--- config.mk ---
export PLATFORM = sky130hd
export DESIGN_NAME = fsm_initiator
export DESIGN_NICKNAME = d
export VERILOG_FILES = /design/src/rtl/fsm_initiator.sv
export SDC_FILE = /design/constraint.sdc
export NUM_CORES = 1
export LEC_CHECK = 0
export CORE_MARGIN = 3
export CORE_UTILIZATION = 25
export DETAILED_ROUTE_END_ITERATION = 10
export PLACE_DENSITY_LB_ADDON = 0.3
export SKIP_CTS_REPAIR_TIMING = 1
export SYNTH_ARGS = -nofsm -noshare
export SYNTH_HDL_FRONTEND = slang
export SYNTH_SLANG_ARGS = --single-unit
--- constraint.sdc ---
create_clock -name CLK -period 2.75 [get_ports CLK]
set_input_delay 0.275 -clock CLK [delete_from_list [all_inputs] [get_ports CLK]]
set_output_delay 0.275 -clock CLK [all_outputs]
set_load 0.01 [all_outputs]
--- src/rtl/fsm_initiator.sv ---
// Initiator side of the START / SIG_1 / SIG_2 two-phase sequencer handshake.
// Raises START on request, tracks both responder phases and reports DONE or ERR with a code.
module fsm_initiator #(
    parameter int unsigned TIMEOUT = 16,
    parameter int unsigned CNT_W   = 8
) (
    input  logic             CLK,
    input  logic             RST,
    input  logic             REQ,
    input  logic             SIG_1,
    input  logic             SIG_2,
    output logic             START,
    output logic             BUSY,
    output logic             DONE,
    output logic             ERR,
    output logic [1:0]       ERR_CODE,
    output logic [CNT_W-1:0] TX_CNT,
    output logic [CNT_W-1:0] ERR_CNT
);

    localparam int unsigned      TMR_W    = (TIMEOUT > 2) ? $clog2(TIMEOUT) : 1;
    localparam logic [TMR_W-1:0] TMR_LAST = TMR_W'(TIMEOUT - 1);

    localparam logic [1:0] CodeNoResp = 2'd1;
    localparam logic [1:0] CodeStall  = 2'd2;
    localparam logic [1:0] CodeOrder  = 2'd3;

    typedef enum logic [2:0] {
        StIdle,
        StReqStart,
        StWait2,
        StWaitLow,
        StError
    } state_e;

    state_e           state;
    logic [TMR_W-1:0] timer;
    logic             timed_out;
    logic             fail;
    logic [1:0]       fail_code;

    assign timed_out = (timer == TMR_LAST);

    // Abort decode: protocol violations outrank the timeout, and a met exit condition
    // never produces a fail, so the exit wins over a coincident timeout.
    always_comb begin
        fail      = 1'b0;
        fail_code = 2'd0;
        case (state)
            StReqStart: begin
                if (SIG_2) begin
                    fail      = 1'b1;
                    fail_code = CodeOrder;
                end else if (!SIG_1 && timed_out) begin
                    fail      = 1'b1;
                    fail_code = CodeNoResp;
                end
            end
            StWait2: begin
                if (!SIG_1) begin
                    fail      = 1'b1;
                    fail_code = CodeOrder;
                end else if (!SIG_2 && timed_out) begin
                    fail      = 1'b1;
                    fail_code = CodeStall;
                end
            end
            StWaitLow: begin
                if (SIG_1 != SIG_2) begin
                    fail      = 1'b1;
                    fail_code = CodeOrder;
                end else if (SIG_1 && timed_out) begin
                    fail      = 1'b1;
                    fail_code = CodeStall;
                end
            end
            default: begin
                fail      = 1'b0;
                fail_code = 2'd0;
            end
        endcase
    end

    always_ff @(posedge CLK) begin
        if (RST) begin
            state    <= StIdle;
            timer    <= '0;
            START    <= 1'b0;
            BUSY     <= 1'b0;
            DONE     <= 1'b0;
            ERR      <= 1'b0;
            ERR_CODE <= 2'd0;
            TX_CNT   <= '0;
            ERR_CNT  <= '0;
        end else begin
            DONE <= 1'b0;
            ERR  <= 1'b0;
            if (fail) begin
                state    <= StError;
                timer    <= '0;
                START    <= 1'b0;
                ERR      <= 1'b1;
                ERR_CODE <= fail_code;
                ERR_CNT  <= ERR_CNT + 1'b1;
            end else begin
                case (state)
                    StIdle: begin
                        // A request is held off while the responder still shows activity.
                        if (REQ && !SIG_1 && !SIG_2) begin
                            state <= StReqStart;
                            timer <= '0;
                            START <= 1'b1;
                            BUSY  <= 1'b1;
                        end
                    end
                    StReqStart: begin
                        if (SIG_1 && !SIG_2) begin
                            state <= StWait2;
                            timer <= '0;
                            START <= 1'b0;
                        end else begin
                            timer <= timer + 1'b1;
                        end
                    end
                    StWait2: begin
                        if (SIG_1 && SIG_2) begin
                            state <= StWaitLow;
                            timer <= '0;
                        end else begin
                            timer <= timer + 1'b1;
                        end
                    end
                    StWaitLow: begin
                        if (!SIG_1 && !SIG_2) begin
                            state  <= StIdle;
                            timer  <= '0;
                            BUSY   <= 1'b0;
                            DONE   <= 1'b1;
                            TX_CNT <= TX_CNT + 1'b1;
                        end else begin
                            timer <= timer + 1'b1;
                        end
                    end
                    StError: begin
                        state <= StIdle;
                        timer <= '0;
                        BUSY  <= 1'b0;
                    end
                    default: begin
                        state <= StIdle;
                        timer <= '0;
                        START <= 1'b0;
                        BUSY  <= 1'b0;
                    end
                endcase
            end
        end
    end

endmodule

Word-level counts from Yosys, hierarchy flattened
Index checks and enable logic that the tools add are counted.

Register bits after elaboration: 29. Latch bits: 0. Bits in writable memories: 0. ROM bits: 0. Input port bits: 5. Output and inout bits: 22. Word-level logic and storage cells: 83. Memories kept: 0.

$add $sub $neg: 3. Multiply operators: 0. Div/mod/pow operators: 0. $lt $le $gt $ge: 0. Equality and inequality tests: 14. Shifts and indexed selects: 0. Mux-type cells: 32. Bitwise logic cells: 4. Reductions and logical operators: 20.

Operators by type and width (number): $add A8 B1 Y8 const B (2); $mux W4 (4); $pmux W4 S4 (1); $mux W3 (5); $mux W1 (12); $ne A3 B3 Y1 const B (4); $pmux W3 S4 (1); $reduce_and A4 Y1 (3); $mux W2 (5); $pmux W1 S3 (3); $logic_and A1 B1 Y1 (8); $ne A2 B2 Y1 const B (4); $eq A3 B2 Y1 const B (2); $pmux W2 S3 (1); $reduce_and A3 Y1 (2); $reduce_or A3 Y1 (2); $add A4 B1 Y4 const B (1); $eq A4 B4 Y1 const B (1); $not A1 Y1 (4); $reduce_or A2 Y1 (2); $eq A3 B1 Y1 const B (1); $eq A3 B3 Y1 const B (1); $logic_not A3 Y1 (1); $logic_not A1 Y1 (2); $ne A1 B1 Y1 (1).

Depth between registers and ports, before layout
Gate-level depths: netlist of run 1.

Depth in word-level cells: 7. Gate-level depth with buffers: 8. Mapped depth without buffers: 7.

Worst setup path before layout of run 1
Ideal clock, no wire load.

Path kind: input-to-reg. Start: in SIG_2. End: reg TX_CNT[3]. Library setup time: 70 ps. Arrival time: 1771 ps. Required time: 2680 ps. Slack: 909 ps. Stages: 7. Buffers on the path: 1. Cell sequence: inv_1 -> ha_1 -> and2_2 -> or3_1 -> buf_2 -> or4_1 -> a21oi_1.

Word-level cells in the longest chain between the ends: 7. Elaborated cells on any way between the ends: 11. Those cells by class: eq/ne (1); mux (5); bitwise (1); reduce/logical (4).

Ends and longest elaborated chain: start: declaration (line 11) `input logic SIG_2,`; $logic_not A1 Y1 (line 63, 134); $logic_and A1 B1 Y1 (line 63) `end else if (!SIG_2 && timed_out) begin`; $mux W1 (line 63); $mux W1 (line 60) `if (!SIG_1) begin`; $pmux W1 S3 (line 49) `case (state)`; $not A1 Y1 (no source line); $reduce_and A3 Y1 (no source line) (*); end signal: assignment (line 139) `TX_CNT <= TX_CNT + 1'b1;`; end: declaration (line 17) `output logic [CNT_W-1:0] TX_CNT,`.

Every way passes the cells marked *; elsewhere a longest branch is shown, timed or not. A chain may end at the register's enable or synchronous reset.

Final worst setup path of run 1
Start: in SIG_2. End: reg ERR_CNT[4].

Word-level cells in the longest chain between the ends: 5. Elaborated cells on any way between the ends: 8. Those cells by class: eq/ne (1); mux (5); reduce/logical (2).

Ends and longest elaborated chain: $logic_not A1 Y1 (line 63); $logic_and A1 B1 Y1 (line 63); $mux W1 (line 63); $mux W1 (line 60); $pmux W1 S3 (*) (line 49); end signal: assignment (line 104) `ERR_CNT <= ERR_CNT + 1'b1;`; end: declaration (line 18) `output logic [CNT_W-1:0] ERR_CNT`.

Marked as above.

==> results of run 1 <==
-- power breakdown --
group,switching [mW],internal [mW]
logic,0.0676,0.0550
registers,0.0222,0.437
clock network,0.156,0.175
-- synth_stat cells --
cell type  count  area share [%]
dfxtp_1       29              38
a21oi_1       21             6.9
nor2_1        18             4.5
nand3_1       11             3.6
nand2_1        9             2.2
nor2b_1        9             3.7
inv_1          7             1.7
nor3_1         7             2.3
buf_2          6             2.0
ha_1           6             5.0
mux2_2         6             4.5
o21ai_0        6             2.0
clkbuf_1       5             1.2
or4_1          5             2.5
o31ai_1        4             2.0
mux2_1         3             2.2
nand4_1        3             1.2
nor3b_1        3             1.5
or3_1          3             1.2
a21o_1         2            0.99
a22oi_1        2            0.99
a31oi_1        2            0.83
nand2b_1       2            0.83
o2111ai_1      2             1.2
o211ai_1       2            0.99
o21ai_1        2            0.66
a211oi_1       1            0.50
a32oi_1        1            0.58
and2_1         1            0.41
and2_2         1            0.50
and2b_1        1            0.50
and4_1         1            0.58
buf_6          1            0.74
nand4b_1       1            0.58
or2_1          1            0.41
-- stage by stage --
| step | hold slack (ns) | area, µm² | instances |
|---|---|---|---|
| after floorplan | 0.467 | 1510 | 184 |
| after global placement | 0.458 | 1830 | 273 |
| after detailed placement | 0.462 | 1830 | 273 |
| after CTS | 0.477 | 1910 | 281 |
| after global routing | 0.513 | 1910 | 281 |
| final | 0.470 | 1910 | 281 |
-- kinds of logic after synthesis --
| kind of cell | synth area share, % |
|---|---|
| adders and majority gates | 4.96 |
| DFF | 38.4 |
| AOI/OAI and AO/OA | 17.6 |
| buffers and inverters | 5.71 |
| and+or+nand+nor | 26.6 |
| muxes | 6.70 |
-- worst max-delay path by stage --
stage	slack, ns	to	start	depth (start not counted)
floorplan	0.91	TX_CNT[3]	SIG_2	7
global placement	0.09	ERR_CNT[4]	SIG_2	8
detailed placement	0.02	ERR_CNT[4]	SIG_2	8
CTS	0.32	ERR_CNT[4]	SIG_2	8
global route	0.1	ERR_CNT[4]	SIG_2	8
finish	0.32	ERR_CNT[4]	SIG_2	8
-- registers in the layout, indices dropped and copies added (netlist names) --
| name | count |
|---|---|
| ERR_CNT | 8 |
| BUSY | 1 |
| timer | 4 |
| DONE | 1 |
| state | 3 |
| START | 1 |
| ERR | 1 |
| ERR_CODE | 2 |
| TX_CNT | 8 |
-- critical path: stages --
cell and delay (ns):
clkdlybuf4s50_1 0.53, inv_1 0.09, ha_1 0.27, and2_2 0.14
o21ai_1 0.07, a21oi_1 0.67, o2111ai_1 0.20, mux2_1 0.34
-- routing by layer --
layer / up-vias / track usage [%]
met4: 0 / 4.97
met3: 7 / 3.46
met2: 27 / 15.5
li1: 707 / -
met5: - / 0
met1: 636 / 13.4
-- cell type report --
cell class / instances / area (µm²)
sequential: 29 / 581
tap: 72 / 90.1
clock buffer: 6 / 72.6
timing repair buffer: 29 / 283
fill: 598 / 3770
inverter: 7 / 26.3
clock inverter: 2 / 10.0
multi-input combinational: 136 / 846
==> metrics.txt, run 1 <==
outcome finished clean; hold depth 2; die footprint 7020 µm²; via/cell ratio 4.90; Min-Delay Path Class flop to flop; yosys warns 0; Fin. Hold Viols 0; mapped cell area 1510 µm²; DRT met1 WL 1700 µm; gpl congestion 0.771; Seq/Total Area, Yosys 38.4%; drt drc 0; Core Box Area 5680 µm²; total grt overflow 0; initial antenna violation count 0; hold endpoint ERR_CODE[0]; synth unique cells 35; Pleak 0.670 nW; clock buffer depth 2; Area Growth Syn to Fin 26.1%; met3 WL post-DR 158 µm; Slew headroom 44.5%; die extent in y 83.8 µm; wire length on met2 1500 µm; IO Pins 27; DIE WIDTH 83.8 µm; Clock Skews 0.00525 ns; Setup WS post-layout 0.323 ns; RSZ-0062 raised after global routing false; Initial Utilization 26.7%; via count 1,377; Total GRT Usage 10.4%; Synth Register Bits 29; Post-Synthesis Cells 184; Worst Tran Pin Value 0.832 ns; HPWL Detailed 2480 µm; worst r2r src state[0]; root buffer cell clkbuf_8; commonest cells after routing, fill and taps aside dfxtp_1 (29), clkdlybuf4s50_1 (26), a21oi_1 (21); Rows 27; WP data arrival 2.59 ns; CP Class input pin to flop; CP Max Fanout 13; share of post-route cells with drive strength above 1 8.13%; antenna viol nets, final 0; Routed WL 3460 µm; CP startpoint kind input pin; Clock Latency Late Sink 0.27 ns; Detailed Route Iter0 Violations 57; setup slack after placement 0.0212 ns; vias in the first global route 1,260; Setup crit end kind flop; CP Data Required Time 2.91 ns; Max-Cap Viols 0; DRT Pass-1 Iters 4; wire length per cell 12.3 µm; nets@finish 219; Max Clk Rate 412 MHz; port bufs 26; hold_sp ERR_CODE[0]; # clock sinks 29; r2r setup slk 0.55 ns; Final Power 0.912 mW; final setup fails 0; Peak VDD IR 0.000206 V; Worst-path clk slew 0.06 ns; TritonCTS Buffers 5; fin. max-slew vios 0; R2R cell count 5; Power per Cell Area 478 nW/µm²; RR Endpoint ERR_CNT[4]; first-pass GRT wire length 5860 µm; largest net degree at the start of global routing 22; Tmin final 2.43 ns; commonest non-fill, non-tap cell in the layout dfxtp_1; CTS tree built; setup TNS 0 ns; Mapped Avg Cell Area 8.22 µm²; fin crit share 88.2%; H-tree Lvls 2; DR top layer met4; Finished Core Util 33.6%; Ant. Diodes 0; Mapped Nets 195
No activity file was read; power rests on OpenSTA's default activity.
==> inputs of run 2 (changes only) <==
--- a/config.mk
+++ b/config.mk
@@ -7,9 +7,11 @@
 export LEC_CHECK = 0
 export CORE_MARGIN = 3
 export CORE_UTILIZATION = 25
+export CTS_CLUSTER_DIAMETER = 30
 export DETAILED_ROUTE_END_ITERATION = 10
 export PLACE_DENSITY_LB_ADDON = 0.3
 export SKIP_CTS_REPAIR_TIMING = 1
+export SLEW_MARGIN = 20
 export SYNTH_ARGS = -nofsm -noshare
 export SYNTH_HDL_FRONTEND = slang
 export SYNTH_SLANG_ARGS = --single-unit
==> results of run 2 <==
Same layout as run 1: the final DEF is identical, and so are final timing and power.
==> patch 1, RTL diff (settings of run 1) <==
Encoding of `state_e`: now Gray code (3 bits for 5 states).
--- a/src/rtl/fsm_initiator.sv
+++ b/src/rtl/fsm_initiator.sv
@@ -28,7 +28,7 @@
     typedef enum logic [2:0] {
-        StIdle,
-        StReqStart,
-        StWait2,
-        StWaitLow,
-        StError
+        StIdle     = 3'b000,
+        StReqStart = 3'b001,
+        StWait2    = 3'b011,
+        StWaitLow  = 3'b010,
+        StError    = 3'b110
     } state_e;
Function: no difference found for any inputs over 10 cycles, from zero or initial values and one cycle with RST high; not proved beyond that.
==> patch 1 against run 1 <==
Total power up 1.0%; largest cell class unchanged; via count up 1.3%; cell area up 6.7%; worst setup slack better by 0.19 ns; sequential share of layout area down 1.9 points; utilization down 0.23 points; clock skew up 0.0013 ns; highest routed layer unchanged; sequential cell count unchanged; combinational power up 4%; non-clock buffer count up 1; synthesized area up 7.6%; routed wire length up 6.9%.
==> patch 1: results <==
[global_routing]
grt.total_usage_pct = 10.5
grt_max_degree = 31
grt_pass1_vias = 1227
antenna_found_initial = 0
grt_pass1_wl_um = 6210

[routing]
wl_um = 3700
vias = 1395
first_pass_iters = 4
drt_iter0_drc = 142

[timing]
clock_skew_ns = 0.00651
slew-limit-headroom_pct = 57.5

[place]
io_buffers = 26
globalplace.congestion = 0.801
dpl_cell_area_um2 = 1950
dp.final_hpwl_um = 2670

[power_and_ir_drop]
p_leak_uw = 0.000681
peakVddDrop_mv = 0.160
switching_share_pct = 27.6

[worst_setup_path]
cp.arrival_ns = 2.43
cpMaxStageDelayCell = "clkdlybuf4s50_1"
cp_max_fo = 7
max_stage_delay_ns = 0.48

[synthesis]
synth-xor-area-share_pct = 1.61
synth_nets = 193
synth_mux_area_share_pct = 7.30
yosys-top-cells-count = "29 x dfxtp_1, 24 x nor2_1, 12 x a21oi_1"
synth_compound_area_share_pct = 19.4
async_flop_share_pct = 0
yosys-top-cells-area = "dfxtp_1 36%, nor2_1 5.5%, mux2_2 4.8%, ha_1 4.6%, a21oi_1 3.7%"
synthDistinctLibCells = 46
seq_area_frac_synth_pct = 35.7
ys_warn_count = 0
synthAdderAreaFrac_pct = 4.61

[clock_tree]
clockBufferDepth = 2
clock_latency_ns = 0.28
cts_root_buf = "clkbuf_8"
htree_levels = 2

[final_layout]
final_nets = 221
top_regs = "ERR_CNT: 8 flops, TX_CNT: 8 flops, timer: 4 flops"
drive_gt1_share_pct = 13.3
fill_cells = 665

[run_status]
status = "finished clean"

[worst_hold_path]
hold_path_class = "flop to flop"
==> patch 1: final cells by class <==
class	count	area [µm²]	share of cell area [%]
inverters	10	37.5	1.84
repair buffers	30	290	14.3
well taps	75	93.8	4.61
multi-input cells	134	951	46.7
clock inverters	2	10.0	0.492
flip-flops and latches	29	581	28.5
clock buffers	6	72.6	3.56
==> patch 1: kinds of logic (layout without fill, tap and decap cells) <==
group / after synthesis / after routing
flip-flops: 29 / 29
AO/OA/AOI/OAI: 39 / 39
XOR/XNOR: 3 / 3
multiplexers: 11 / 11
adder cells (fa/ha/maj): 6 / 6
buffers and inverters: 19 / 48
AND/OR/NAND/NOR: 75 / 75
==> patch 1: critical path: cells and delay by family <==
kind                       cells  cell delay, ns
and+or+nand+nor                2            0.70
buffers and inverters          2            0.55
AOI/OAI and AO/OA              2            0.58
adders and majority gates      1            0.32
==> patch 1: power by group through the flow <==
stage	Clock, µW	Combinational [µW]	Sequential [µW]
floorplan	0	95.0	456
global placement	0	128	465
detailed placement	0	128	465
CTS	347	128	456
global route	370	141	458
finish	339	128	455
==> patch 1: through the flow <==
stage	hold slack (ns)	cells	utilization (%)	setup slack [ns]
6_report	0.472	286	33.4	0.511
3_5_place_dp	0.474	278	32.0	0.194
3_3_place_gp	0.467	278	32.0	0.217
4_1_cts	0.483	286	33.4	0.492
5_1_grt	0.496	286	33.4	0.403
2_1_floorplan	0.454	182	-	0.632
==> patch 1: final timing paths <==
kind               startpoint           to  slack (ns)  cells past startpoint
setup / recovery        SIG_1     state[0]        0.51                      7
hold / removal    ERR_CODE[0]  ERR_CODE[0]        0.47                      2
setup reg to reg     state[1]     state[0]        0.75                      4
hold reg to reg   ERR_CODE[0]  ERR_CODE[0]        0.47                      2
==> patch 1: metal layers <==
metal  global-route usage [%]  up-vias  routed length, µm
met1                     15.3      648               1850
li1                         -      708                  -
met4                     4.82        0                 90
met3                     3.14        7                162
met2                     14.0       32               1590
met5                        0        -                  0
==> patch 2, RTL diff (settings of run 1) <==
Made on the original files. `CNT_W`: 8 -> 7.
--- a/src/rtl/fsm_initiator.sv
+++ b/src/rtl/fsm_initiator.sv
@@ -4,3 +4,3 @@
     parameter int unsigned TIMEOUT = 16,
-    parameter int unsigned CNT_W   = 8
+    parameter int unsigned CNT_W   = 7
 ) (
Ports: changed (resized ERR_CNT and TX_CNT); port bits go from 27 to 25. No check against the original RTL was run, so the function may have changed too.
==> patch 2 against run 1 <==
Worst setup slack improved by 0.12 ns; cell count fell by 8.5%; synthesized area fell by 9.8%; sequential share of layout area rose by 0.88 points; global-route usage rose by 0.13 points; routed wire length fell by 12%; sequential cell count fell by 2; cell area fell by 9.5%; highest routed layer unchanged; utilization fell by 0.45 points; largest cell class unchanged.
Power is not compared: it rests on default switching activity, and its combinational part moved more than twofold at a synthesized area within 25%.
==> patch 2: results <==
[clock_tree]
cts_buffers = 3
path_clk_slew_ns = 0.09
htree_levels = 1

[worst_setup_path]
max_stage_delay_ns = 0.54
reg2reg_to = "state[1]"
reg2reg_from = "state[1]"
r2r_slack_ns = 0.63
cp.arrival_ns = 2.50
cpMaxStageDelayCell = "clkdlybuf4s50_1"
cp_max_fo = 12

[synthesis]
yosys-top-cells-count = "27 x dfxtp_1, 20 x a21oi_1, 19 x nor2_1"
synthDistinctLibCells = 41
synth_nets = 174
yosys-top-cells-area = "dfxtp_1 40%, a21oi_1 7.3%, ha_1 5.5%, nor2_1 5.2%, nand3_1 3.3%"
seq_area_frac_synth_pct = 39.6

[place]
dpl_cell_area_um2 = 1680
globalplace.congestion = 0.712
place_ws_ns = 0.168
io_buffers = 24
dp.final_hpwl_um = 2140

[worst_hold_path]
hold_path_class = "flop to flop"
hold_path_depth = 2
hold_end = "ERR_CODE[0]"

[global_routing]
grt_max_degree = 17
grt_pass1_wl_um = 5350
antenna_found_initial = 0
grt.total_usage_pct = 10.5
grt_pass1_vias = 1155

[routing]
via_per_inst = 4.66
wl_per_cell_um = 11.9
drt_iter0_drc = 66

[timing]
clock_skew_ns = 0.00140
tightest_slew_ns = 0.486

[final_layout]
drive_gt1_share_pct = 8.56
antenna-diode-count = 0
final_nets = 199
top_regs = "ERR_CNT: 7 flops, TX_CNT: 7 flops, timer: 4 flops"

[power_and_ir_drop]
p_leak_uw = 0.000604

[run_status]
status = "finished clean"
-- patch 2: routing by layer --
metal / global-route usage [%] / up-vias / wire, µm
met3: 3.05 / 2 / 116
met5: 0 / - / 0
met2: 16.4 / 20 / 1330
li1: - / 641 / -
met1: 14.1 / 535 / 1570
met4: 2.53 / 0 / 36
-- patch 2: cells by family (layout without fill, tap and decap cells) --
group                      count (synthesis)  count (layout)  share of synthesized area [%]
buffers and inverters                     15              39                           4.95
muxes                                      2               2                           1.56
DFF                                       27              27                           39.6
xor gates and xnor gates                   2               2                           1.28
adders and majority gates                  6               6                           5.50
and+or+nand+nor                           69              69                           28.3
AOI/OAI and AO/OA                         42              42                           18.8
-- patch 2: worst max path at each step --
| stage | from | to | slack, ns | cells after the start |
|---|---|---|---|---|
| floorplan | SIG_1 | state[1] | 0.91 | 8 |
| global placement | SIG_2 | state[1] | 0.19 | 8 |
| detailed placement | SIG_2 | state[1] | 0.17 | 8 |
| CTS | SIG_2 | state[1] | 0.46 | 8 |
| global route | SIG_2 | state[1] | 0.26 | 8 |
| finish | SIG_2 | state[1] | 0.44 | 8 |
-- patch 2: where the power goes --
| group | internal [µW] | switching, µW |
|---|---|---|
| Combinational | 160 | 170 |
| Sequential | 437 | 65.1 |
| Clock | 104 | 127 |
-- patch 2: worst max-delay path: cells and delay by family --
kind | cells | cell delay, ns
AO/OA/AOI/OAI | 2 | 0.42
buffers and inverters | 2 | 0.62
multiplexers | 1 | 0.29
AND/OR/NAND/NOR | 2 | 0.64
adder cells (fa/ha/maj) | 1 | 0.26
-- patch 2: final cells by class --
class                   instances  area, µm²
clock buffers                   4       45.0
fillers                       543       3480
inverters                       7       26.3
multi-input cells             121        757
flip-flops and latches         27        541
well taps                      70       87.6
repair buffers                 28        270
-- patch 2: stage by stage --
stage	cells	power, µW	util, %	hold slack (ns)
4_1_cts	257	1080	33.2	0.493
5_1_grt	257	1150	33.2	0.525
3_5_place_dp	253	840	32.3	0.479
2_1_floorplan	163	719	-	0.452
6_report	257	1060	33.2	0.486
3_3_place_gp	253	837	32.3	0.472
